$ cat src/rtl/saturating_counter_table_pkg.sv
// Shared definitions for the saturating counter table: FSM encoding and the
// hysteresis thresholds/jump targets, expressed only in terms of RANGE and COERCIVITY.
package saturating_counter_table_pkg;

  typedef enum logic {
    ST_IDLE  = 1'b0,
    ST_FLUSH = 1'b1
  } sct_state_e;

  // Highest "not taken" state.
  function automatic int counter_half_low(input int range);
    return range / 2 - 1;
  endfunction

  // Lowest "taken" state.
  function automatic int counter_half_high(input int range);
    return range / 2;
  endfunction

  // Crossing into "taken" lands COERCIVITY states past the midpoint.
  function automatic int jump_up_target(input int range, input int coercivity);
    return range / 2 + coercivity;
  endfunction

  function automatic int jump_down_target(input int range, input int coercivity);
    return range / 2 - 1 - coercivity;
  endfunction

endpackage

$ cat src/rtl/hysteresis_counter_step.sv
// Next-value arithmetic for one hysteresis saturating counter. With neither
// (or both) of increment/decrement asserted the count passes through unchanged.
module hysteresis_counter_step
  import saturating_counter_table_pkg::*;
#(
  parameter int RANGE      = 4,
  parameter int RANGE_LOG2 = $clog2(RANGE),
  parameter int COERCIVITY = 1
) (
  input  logic [RANGE_LOG2-1:0] count,
  input  logic                  increment,
  input  logic                  decrement,
  output logic [RANGE_LOG2-1:0] next_count
);

  localparam logic [RANGE_LOG2-1:0] MAX_COUNT = RANGE_LOG2'(RANGE - 1);
  localparam logic [RANGE_LOG2-1:0] HALF_LOW  = RANGE_LOG2'(counter_half_low(RANGE));
  localparam logic [RANGE_LOG2-1:0] HALF_HIGH = RANGE_LOG2'(counter_half_high(RANGE));
  localparam logic [RANGE_LOG2-1:0] JUMP_UP   = RANGE_LOG2'(jump_up_target(RANGE, COERCIVITY));
  localparam logic [RANGE_LOG2-1:0] JUMP_DOWN = RANGE_LOG2'(jump_down_target(RANGE, COERCIVITY));

  always_comb begin
    next_count = count;
    if (increment && !decrement) begin
      if (count == MAX_COUNT)     next_count = count;
      else if (count == HALF_LOW) next_count = JUMP_UP;
      else                        next_count = count + 1'b1;
    end else if (decrement && !increment) begin
      if (count == '0)             next_count = count;
      else if (count == HALF_HIGH) next_count = JUMP_DOWN;
      else                         next_count = count - 1'b1;
    end
  end

endmodule

$ cat src/rtl/saturating_counter_table.sv
// Table of hysteresis saturating counters with a 1-cycle lookup, write-first
// update forwarding, and a one-entry-per-cycle flush sweep.
module saturating_counter_table
  import saturating_counter_table_pkg::*;
#(
  parameter int ENTRIES     = 16,
  parameter int INDEX_WIDTH = $clog2(ENTRIES),
  parameter int RANGE       = 4,
  parameter int RANGE_LOG2  = $clog2(RANGE),
  parameter int RESET_VALUE = 1,
  parameter int COERCIVITY  = 1
) (
  input  logic                   clock,
  input  logic                   resetn,
  input  logic                   lookup_valid,
  input  logic [INDEX_WIDTH-1:0] lookup_index,
  output logic                   lookup_ready,
  output logic                   prediction_valid,
  output logic                   prediction_taken,
  output logic [RANGE_LOG2-1:0]  prediction_count,
  input  logic                   update_valid,
  input  logic [INDEX_WIDTH-1:0] update_index,
  input  logic                   update_taken,
  input  logic                   flush,
  output logic                   busy
);

  // Handshake: a lookup is accepted on a rising edge where lookup_valid and
  // lookup_ready are both high; its result appears with prediction_valid on the
  // following cycle. Updates have no handshake and are simply dropped while busy.

  localparam logic [RANGE_LOG2-1:0]  RESET_COUNT = RANGE_LOG2'(RESET_VALUE);
  localparam logic [RANGE_LOG2-1:0]  HALF_HIGH   = RANGE_LOG2'(counter_half_high(RANGE));
  localparam logic [INDEX_WIDTH-1:0] LAST_INDEX  = INDEX_WIDTH'(ENTRIES - 1);

  sct_state_e             state_q, state_d;
  logic [INDEX_WIDTH-1:0] ptr_q, ptr_d;
  logic [RANGE_LOG2-1:0]  table_q [ENTRIES];
  logic [RANGE_LOG2-1:0]  table_d [ENTRIES];
  logic                   pred_valid_q, pred_valid_d;
  logic [RANGE_LOG2-1:0]  pred_count_q, pred_count_d;

  logic                   update_en;
  logic                   lookup_en;
  logic [RANGE_LOG2-1:0]  update_cur;
  logic [RANGE_LOG2-1:0]  update_next;

  assign busy         = (state_q == ST_FLUSH);
  assign lookup_ready = (state_q != ST_FLUSH);
  assign lookup_en    = lookup_valid && lookup_ready;
  // A flush request in the same cycle wins over a training update.
  assign update_en    = update_valid && (state_q == ST_IDLE) && !flush;
  assign update_cur   = table_q[update_index];

  hysteresis_counter_step #(
    .RANGE      (RANGE),
    .RANGE_LOG2 (RANGE_LOG2),
    .COERCIVITY (COERCIVITY)
  ) u_step (
    .count      (update_cur),
    .increment  (update_en && update_taken),
    .decrement  (update_en && !update_taken),
    .next_count (update_next)
  );

  always_comb begin
    state_d = state_q;
    ptr_d   = ptr_q;
    table_d = table_q;
    case (state_q)
      ST_IDLE: begin
        if (flush) begin
          state_d = ST_FLUSH;
          ptr_d   = '0;
        end else if (update_en) begin
          table_d[update_index] = update_next;
        end
      end
      ST_FLUSH: begin
        table_d[ptr_q] = RESET_COUNT;
        ptr_d          = ptr_q + 1'b1;
        if (ptr_q == LAST_INDEX) begin
          state_d = ST_IDLE;
          ptr_d   = '0;
        end
      end
      default: begin
        state_d = ST_IDLE;
        ptr_d   = '0;
      end
    endcase
  end

  // Same-index update forwards its post-update value to the lookup.
  always_comb begin
    pred_valid_d = lookup_en;
    pred_count_d = pred_count_q;
    if (lookup_en) begin
      if (update_en && (update_index == lookup_index)) pred_count_d = update_next;
      else                                             pred_count_d = table_q[lookup_index];
    end
  end

  always_ff @(posedge clock or negedge resetn) begin
    if (!resetn) begin
      state_q      <= ST_IDLE;
      ptr_q        <= '0;
      pred_valid_q <= 1'b0;
      pred_count_q <= RESET_COUNT;
      for (int i = 0; i < ENTRIES; i++) table_q[i] <= RESET_COUNT;
    end else begin
      state_q      <= state_d;
      ptr_q        <= ptr_d;
      pred_valid_q <= pred_valid_d;
      pred_count_q <= pred_count_d;
      table_q      <= table_d;
    end
  end

  assign prediction_valid = pred_valid_q;
  assign prediction_count = pred_count_q;
  assign prediction_taken = (pred_count_q >= HALF_HIGH);

endmodule

$ cat config.mk
export PLATFORM = sky130hd
export DESIGN_NAME = saturating_counter_table
export DESIGN_NICKNAME = d
export VERILOG_FILES = /design/src/rtl/saturating_counter_table_pkg.sv /design/src/rtl/hysteresis_counter_step.sv /design/src/rtl/saturating_counter_table.sv
export SDC_FILE = /design/constraint.sdc
export NUM_CORES = 1
export LEC_CHECK = 0
export BUFFER_PORTS_ARGS = -buffer_cell sky130_fd_sc_hd__buf_2
export CAP_MARGIN = 25
export CORE_MARGIN = 8
export CORE_UTILIZATION = 50
export CTS_CLUSTER_SIZE = 8
export DETAILED_ROUTE_END_ITERATION = 16
export GPL_TIMING_DRIVEN = 0
export MAX_ROUTING_LAYER = met4
export PLACE_DENSITY = 0.68
export RECOVER_POWER = 100
export SLEW_MARGIN = 15
export SYNTH_ARGS = -nofsm -noshare
export SYNTH_HDL_FRONTEND = slang
export SYNTH_HIERARCHICAL = 1
export SYNTH_SLANG_ARGS = --single-unit
$ cat constraint.sdc
create_clock -name clock -period 3.7 [get_ports clock]
set_clock_uncertainty 0.05 [all_clocks]
set_input_delay 0.37 -clock clock [delete_from_list [all_inputs] [get_ports clock]]
set_output_delay 0.37 -clock clock [all_outputs]
set_load 0.005 [all_outputs]
==> results of run 1 <==
per-layer routing:
| layer | global-route usage | routed length (microns) | up-vias |
|---|---|---|---|
| met5 | - | 0 | - |
| met4 | 0.0655 | 116 | 0 |
| met3 | 0.0499 | 605 | 10 |
| met2 | 0.301 | 3620 | 120 |
| met1 | 0.264 | 3490 | 1161 |
| li1 | - | - | 1076 |
where the power goes:
group	switching (mW)	leakage [nW]	total [mW]	internal, mW
sequential	0.167	0.479	0.789	0.621
combinational	0.463	0.798	0.822	0.360
clock	0.159	0.0510	0.308	0.149
total	0.789	1.33	1.92	1.13
path summary, 6_finish.rpt:
path                                          from                          to  slack, ns
min in group asynchronous                   resetn     table_q[27]$_DFFE_PN0P_       0.67
setup reg to reg                    busy$_DFF_PN0_      table_q[3]$_DFFE_PN0P_       0.66
setup / recovery                    busy$_DFF_PN0_      table_q[3]$_DFFE_PN0P_       0.66
hold reg to reg            table_q[24]$_DFFE_PN1P_     table_q[24]$_DFFE_PN1P_       0.45
hold / removal                        lookup_valid  prediction_valid$_DFF_PN0_       0.36
max in group asynchronous                   resetn     table_q[17]$_DFFE_PN0P_       1.68
cell type report:
cell class	instances	area, sq um
clock buffers	6	82.6
flip-flops and latches	40	1020
multi-input cells	214	1670
well taps	72	90.1
inverters	6	22.5
repair buffers	16	72.6
plain buffers	21	91.3
clock inverters	2	10.0
fillers	533	2410
sequential cells by signal, indices dropped and copies added, names as in the netlist:
register / flops
table_q: 32
ptr_q: 4
prediction_count: 2
busy: 1
prediction_valid: 1
through the flow:
step                      worst slack [ns]  std cells  cell area (sq um)   util  hold slack, ns
final                                0.659        377               3060  0.559           0.357
after global routing                 0.399        377               3060  0.559           0.364
after CTS                            0.816        377               3070  0.561           0.183
after detailed placement             0.569        369               2980  0.544           0.439
after global placement               0.582        369               2980  0.544           0.434
after floorplan                       1.14        281               2810      -          0.0244
synthesized netlist by cell type (5+ instances only):
library cell,instances
nor2b_1,12
mux4_2,18
mux2i_1,30
buf_2,5
dfrtp_1,23
nand2_1,39
a22oi_1,6
ha_1,6
nand3_1,21
nor2_1,16
a2bb2oi_1,5
dfstp_2,17
a21oi_1,8
inv_1,5
and3_1,5
clkbuf_1,11
o21ai_0,16
kinds of logic after synthesis:
logic type,share of synthesized area
compound gates,0.118
xor+xnor,0.0125
fa+ha+maj,0.0308
buf+inv,0.0410
flops,0.364
mux,0.251
simple gates,0.182
cells in the final DEF, fill, tap and decap left out, types with 6 or more instances in the layout:
| cell type | n |
|---|---|
| buf_2 | 14 |
| clkbuf_1 | 21 |
| dfstp_2 | 17 |
| nor2b_1 | 12 |
| nand2_1 | 39 |
| ha_1 | 6 |
| nand3_1 | 21 |
| a22oi_1 | 6 |
| mux2i_1 | 30 |
| dfrtp_1 | 23 |
| nor2_1 | 16 |
| mux4_2 | 18 |
| clkbuf_8 | 6 |
| a21oi_1 | 8 |
| o21ai_0 | 17 |
worst register-to-register path, cell delays in order, from the launching register on:
cell	delay, ns
dfrtp_1	0.38
clkbuf_1	0.24
nor3b_1	0.53
and2_0	0.24
inv_1	0.05
o21ai_0	0.18
clkbuf_1	0.39
clkbuf_1	0.54
mux2i_1	0.16
a21oi_1	0.20
==> summary by stage, run 1 <==
Status
The flow ran to the end, but the final reports show violations. The final reports fail on capacitance limit, slew limit.

STA
At the pin with the least slew margin, the transition time is 2.20 ns. The final number of max-transition violations was 41. The minimum clock period is 3.04 ns. The final worst-path cycle share is 0.822. The maximum operating frequency is 329 MHz. The number of setup violations in the final report is 0. For the final routed database, the setup TNS stands at 0 ns. Setup repair after global routing left no endpoint under its margin. The final count of hold timing violations is 0. The tightest slew margin relative to the limit is -0.468.

Worst setup path
The slowest stage of the critical path belongs to the cell clkbuf_1. The critical path required time is 3.87 ns. The sort of element at the end of the critical path is a flop. The maximum single-stage delay on the critical path is 0.54 ns. Along the worst path, the maximum fanout reaches 10. The setup path with the least slack is of type reg -> reg.

The worst setup path is launched from a flop. Traced cell by cell, the critical path runs through clkbuf_1 > nor3b_1 > and2_0 > inv_1 > o21ai_0 > clkbuf_1 > clkbuf_1 > mux2i_1 > a21oi_1. On the critical path the largest part of the delay comes from buffers and inverters.

The number of buffer and inverter instances along the worst setup path is 4. Counting buffers and inverters, the worst setup path is 9 cells deep. At the worst endpoint, the arrival time is 3.21 ns. Counting stages on the worst path, the most repeated cell is clkbuf_1. Counting cells, the worst reg-to-reg path comes to 9.

Min path
The number of cells on the worst hold path is 2. The classification of the worst-slack hold path is in -> reg.

Run
Across the run, the number of max-cap violations was 1.

Clocking
The number of buffers between clock root and the deepest sink is 2. The CTS tree is yes. CTS saw 40 sinks. The number of clock buffers inserted by TritonCTS is 5. The clock tree synthesis step divided the H-tree into 2 levels.

Clock-pin slew was measured on the worst setup and hold paths at 0.08 ns. Once the clock tree was built, the resizer swapped 0 gates to a different size. The root buffer selected by CTS is clkbuf_8. In this run the post-CTS setup repair buffer count came out at 0. Clock latency on the worst-skew pair, taken at its later pin, is 0.30 ns.

The number of hold-repair buffers added at the cts stage is 0.

Synth
The cell area after synthesis is 0.00281 sq mm. The average cell area after synthesis is 9.99 sq um. The number of unique standard cell types used by synthesis is 37. Ranked by total cell area, the synthesized netlist is headed by dfrtp_1, dfstp_2, mux4_2. The number of synthesis warnings is 6.

The share of synthesized area in the top cell type comes to 0.205. In the synthesized netlist the dominant register cell turns out to be dfrtp_1. The post-synthesis instance total is 281. Counting flops with a built-in enable in the synthesized netlist gives 0. The synthesized netlist net count is 301.

The async set or reset register ratio after synthesis is 1.00. The cell type contributing the most total cell area after synthesis is dfrtp_1. The number of synthesized register bits is 40. The portion of the post-synthesis area used by sequential elements is 0.364.

Pwr
In this run the power density over the cells is 627 mW/mm^2. The overall power consumption is 1.92 mW. VDD sags by at most 310 uV. The cell leakage power is 1.33 nW.

Floorplanning
The total area inside the core boundary comes to 0.00547 sq mm. The die is 90.9 microns tall. During I/O placement, the number of pins put on the boundary was 20. For this configuration, the core starts out at a cell density of 0.513. The die outline area is 0.00827 sq mm. The die boundary width is 90.9 microns. The floorplan has 27 rows.

Cells and area
Of the cells placed in the final design, the portion with a size suffix greater than 1 is 0.207. The count of antenna diodes in the layout is 0. The area growth from synthesis to layout is 9.01%. In the final design database the tool counted 324 nets.

Route
The remaining routing DRC violations is 0. The total number of vias is 2367. The mean routed wirelength per cell is 20.8 microns. Using the TritonRoute via totals, the vias-per-cell ratio works out to 6.28. In this run the remaining antenna-violating nets after routing total 0. For this run, the detailed router's first-pass iteration total came to 5. After detailed routing, the total wire length is 7.83 mm. The number of DRC violations after detailed-routing iteration 0 is 271.

GRT
The first global-routing pass estimated 13.1 mm of wire. In the global route stage, overall resource usage came out at 0.203. The via count of the first global-routing pass came to 2412. The number of antenna violations at the first check in global routing is 0. The pin count of the biggest net entering global routing is 41.

The total grt overflow is 0.

Placement
Input and output buffers added on the ports amount to 16. The final weighted congestion in routability-driven placement is 0.959. The estimated wirelength of the detail-placed design is 5.72 mm.
Note: power is estimated with default switching activity, not from simulation.
==> run 2: changes to the inputs <==
- PLACE_DENSITY: 0.68 -> 0.71
- clock period: 3.7 -> 2.5 ns (I/O delays scaled with it)
==> run 2 against run 1 <==
  * The flow still finishes with violations (capacitance limit, slew limit)
  * Register-to-register slack got worse by 0.59 ns
  * Non-clock buffer count rose by 2
  * Core utilization is 0.91 points higher
  * Hold slack worse by 0.13 ns
  * First-iteration DRC count is 9.2% higher
  * Critical path depth is 1 lower
  * Largest cell class unchanged
  * Largest power group unchanged
==> summary by stage, run 2 (synthesis results as in run 1) <==
Route
In the final routed layout, each cell accounts on average for 21.0 microns. After the first detailed-routing iteration, the DRC count stood at 296. The total number of vias is 2450.

The via-per-instance ratio is 6.46. The remaining routing DRC violations is 0. The first TritonRoute pass finished after 4 iterations. The number of nets with antenna violations after detailed routing is 0. The final layout contains routed wiring with a total length of 7.97 mm.

Worst setup path
The worst setup path is captured at a flop. The critical path goes through mux4_2 > mux4_2 > a21oi_2 > o21ai_1 > buf_4 > buf_8 > mux2i_1 > o22ai_1. For the worst setup path, the data required time is 2.61 ns. The worst setup path is launched from a flop.

The arrival time reported for the critical path endpoint is 2.54 ns. In this design, the stage delay of the slowest critical-path cell is 0.53 ns. The most frequent cell on the critical path is mux4_2.

The critical path class is reg -> reg. In this run the worst path has a maximum fanout of 10. Among all stages on the critical path, the largest delay is contributed by mux4_2.

Cells and area
For this run, the number of standard cells in the final layout without fillers is 379. The share of post-route cells with drive strength above 1 is 0.231. Counting flops per register, the top entry is table_q. Relative to the synthesized area, the layout overhead comes to 10.8%. The flip-flop count of the largest register after layout is 32. The top cell types in the final layout, fill and taps aside, are nand2_1, mux2i_1, dfrtp_1. Leaving out fill and tap cells, the most frequent cell in the layout is nand2_1. The number of antenna diodes in the final layout is 0. The number of nets in the layout is 326. The cell area after layout is 0.00311 sq mm.

Placement
Summed over all nets, the half-perimeter wirelength after detailed placement is 5.76 mm. Port buffering added 16 buffers. Summing all placed instances gives a cell area of 0.00298 sq mm.

The final weighted congestion in routability-driven placement is 0.920. Counting tap cells, the placed design contains a total of 369 instances.

Floorplanning
The floorplan die height is 90.9 microns. The number of placed I/O pins is 20. In this run the horizontal extent of the chip is 90.9 microns. The core region area is 0.00547 sq mm.

The die outline area is 0.00827 sq mm. The effective utilization at floorplan is 0.513. The count of standard-cell rows is 27.

STA
The tightest slew margin relative to the limit is -0.441. For the final routed database, the setup TNS stands at 0 ns. The final number of max-transition violations is 41. Subtracting the final worst setup slack from the clock period gives 2.43 ns. The final worst-path cycle share is 0.974.

Setup repair after global routing left no endpoint under its margin. The post-route worst hold slack is 0.230 ns. Setup violations remaining at the end of the flow were counted as 0. The final count of hold timing violations is 0. The measured slew at the worst slew-check pin is 2.16 ns.

Based on the critical path, the design can be clocked at up to 411 MHz.

Clocking
The number of buffers between clock root and the deepest sink is 2. The clock-pin transition on the worst setup and hold timing paths is 0.08 ns. Counting the buffers created by CTS gives 5. The number of hold-repair buffers added at the cts stage is 0. The CTS tree is yes. CTS saw 40 sinks.

The insertion delay to the later sink of the worst-skew pair is 0.30 ns. The clock tree synthesis step divided the H-tree into 2 levels. The root buffer selected by CTS is clkbuf_8.

GRT
Entering global routing, the biggest net connects 41 pins. The via count of the first global-routing pass is 2493. Across every metal layer, demand over resource in global routing totals 0.203.

The number of antenna violations at the first check in global routing is 0. The wire length of the first global-routing pass is 13.0 mm. The total grt overflow is 0.

Run
The tool flagged a number of max-cap violations equal to 1.

Pwr
The analysis attributes to cell leakage a power of 1.35 nW. The maximum ir drop on the vdd rail is 499 uV. The overall power consumption is 2.92 mW.

The power density over the cells is 940 mW/mm^2.

Status
The final reports fail on capacitance limit, slew limit. The flow ran to the end, but the final reports show violations.

Min path
The min-delay analysis places its worst path in the category in -> reg.
run 2: per-stage QoR:
stage	util	setup slack, ns
2_1_floorplan	-	0.0634
3_3_place_gp	0.544	-0.484
3_5_place_dp	0.544	-0.548
4_1_cts	0.565	0.0169
5_1_grt	0.568	0.0127
6_report	0.568	0.0651
run 2: per-layer routing:
metal,vias to the layer above,part of all wire,GRT usage
met5,-,0,-
met4,0,0.023,0.0873
met3,15,0.094,0.0607
met2,123,0.45,0.290
met1,1235,0.43,0.261
li1,1077,-,-
run 2: worst max-delay path, delay by kind of cell, from the launching register on:
family / cells / cell delay, ns
flip-flops: 1 / 0.44
multiplexers: 3 / 1.17
buffers and inverters: 2 / 0.33
AO/OA/AOI/OAI: 3 / 0.30
run 2: area by class of cell:
class	count	area (sq um)
inverters	6	22.5
well taps	72	90.1
flip-flops and latches	40	1020
multi-input cells	214	1680
fillers	497	2360
repair buffers	19	87.6
plain buffers	20	113
clock buffers	6	82.6
clock inverters	2	10.0
run 2: final timing paths:
kind	slack (ns)	cells after the start	startpoint	to
worst min-delay path	0.23	2	lookup_valid	prediction_valid$_DFF_PN0_
worst max-delay path	0.07	8	table_q[1]$_DFFE_PN0P_	table_q[17]$_DFFE_PN0P_
worst min register to register	0.46	2	table_q[24]$_DFFE_PN1P_	table_q[24]$_DFFE_PN1P_
max in group asynchronous	0.63	1	resetn	table_q[23]$_DFFE_PN0P_
min in group asynchronous	0.51	1	resetn	table_q[29]$_DFFE_PN0P_
worst max register to register	0.07	8	table_q[1]$_DFFE_PN0P_	table_q[17]$_DFFE_PN0P_
run 2: power by group:
part	total, mW	leakage, nW	switching, mW	internal (mW)
registers	1.17	0.479	0.255	0.919
clock network	0.452	0.0510	0.232	0.220
logic	1.30	0.825	0.718	0.577
total	2.92	1.35	1.21	1.72
run 2: timing repair:
item	CTS	global route
setup buffers	0	3
endpoints found under the setup margin	20	11
pin swaps	0	2
resized for setup	8	5
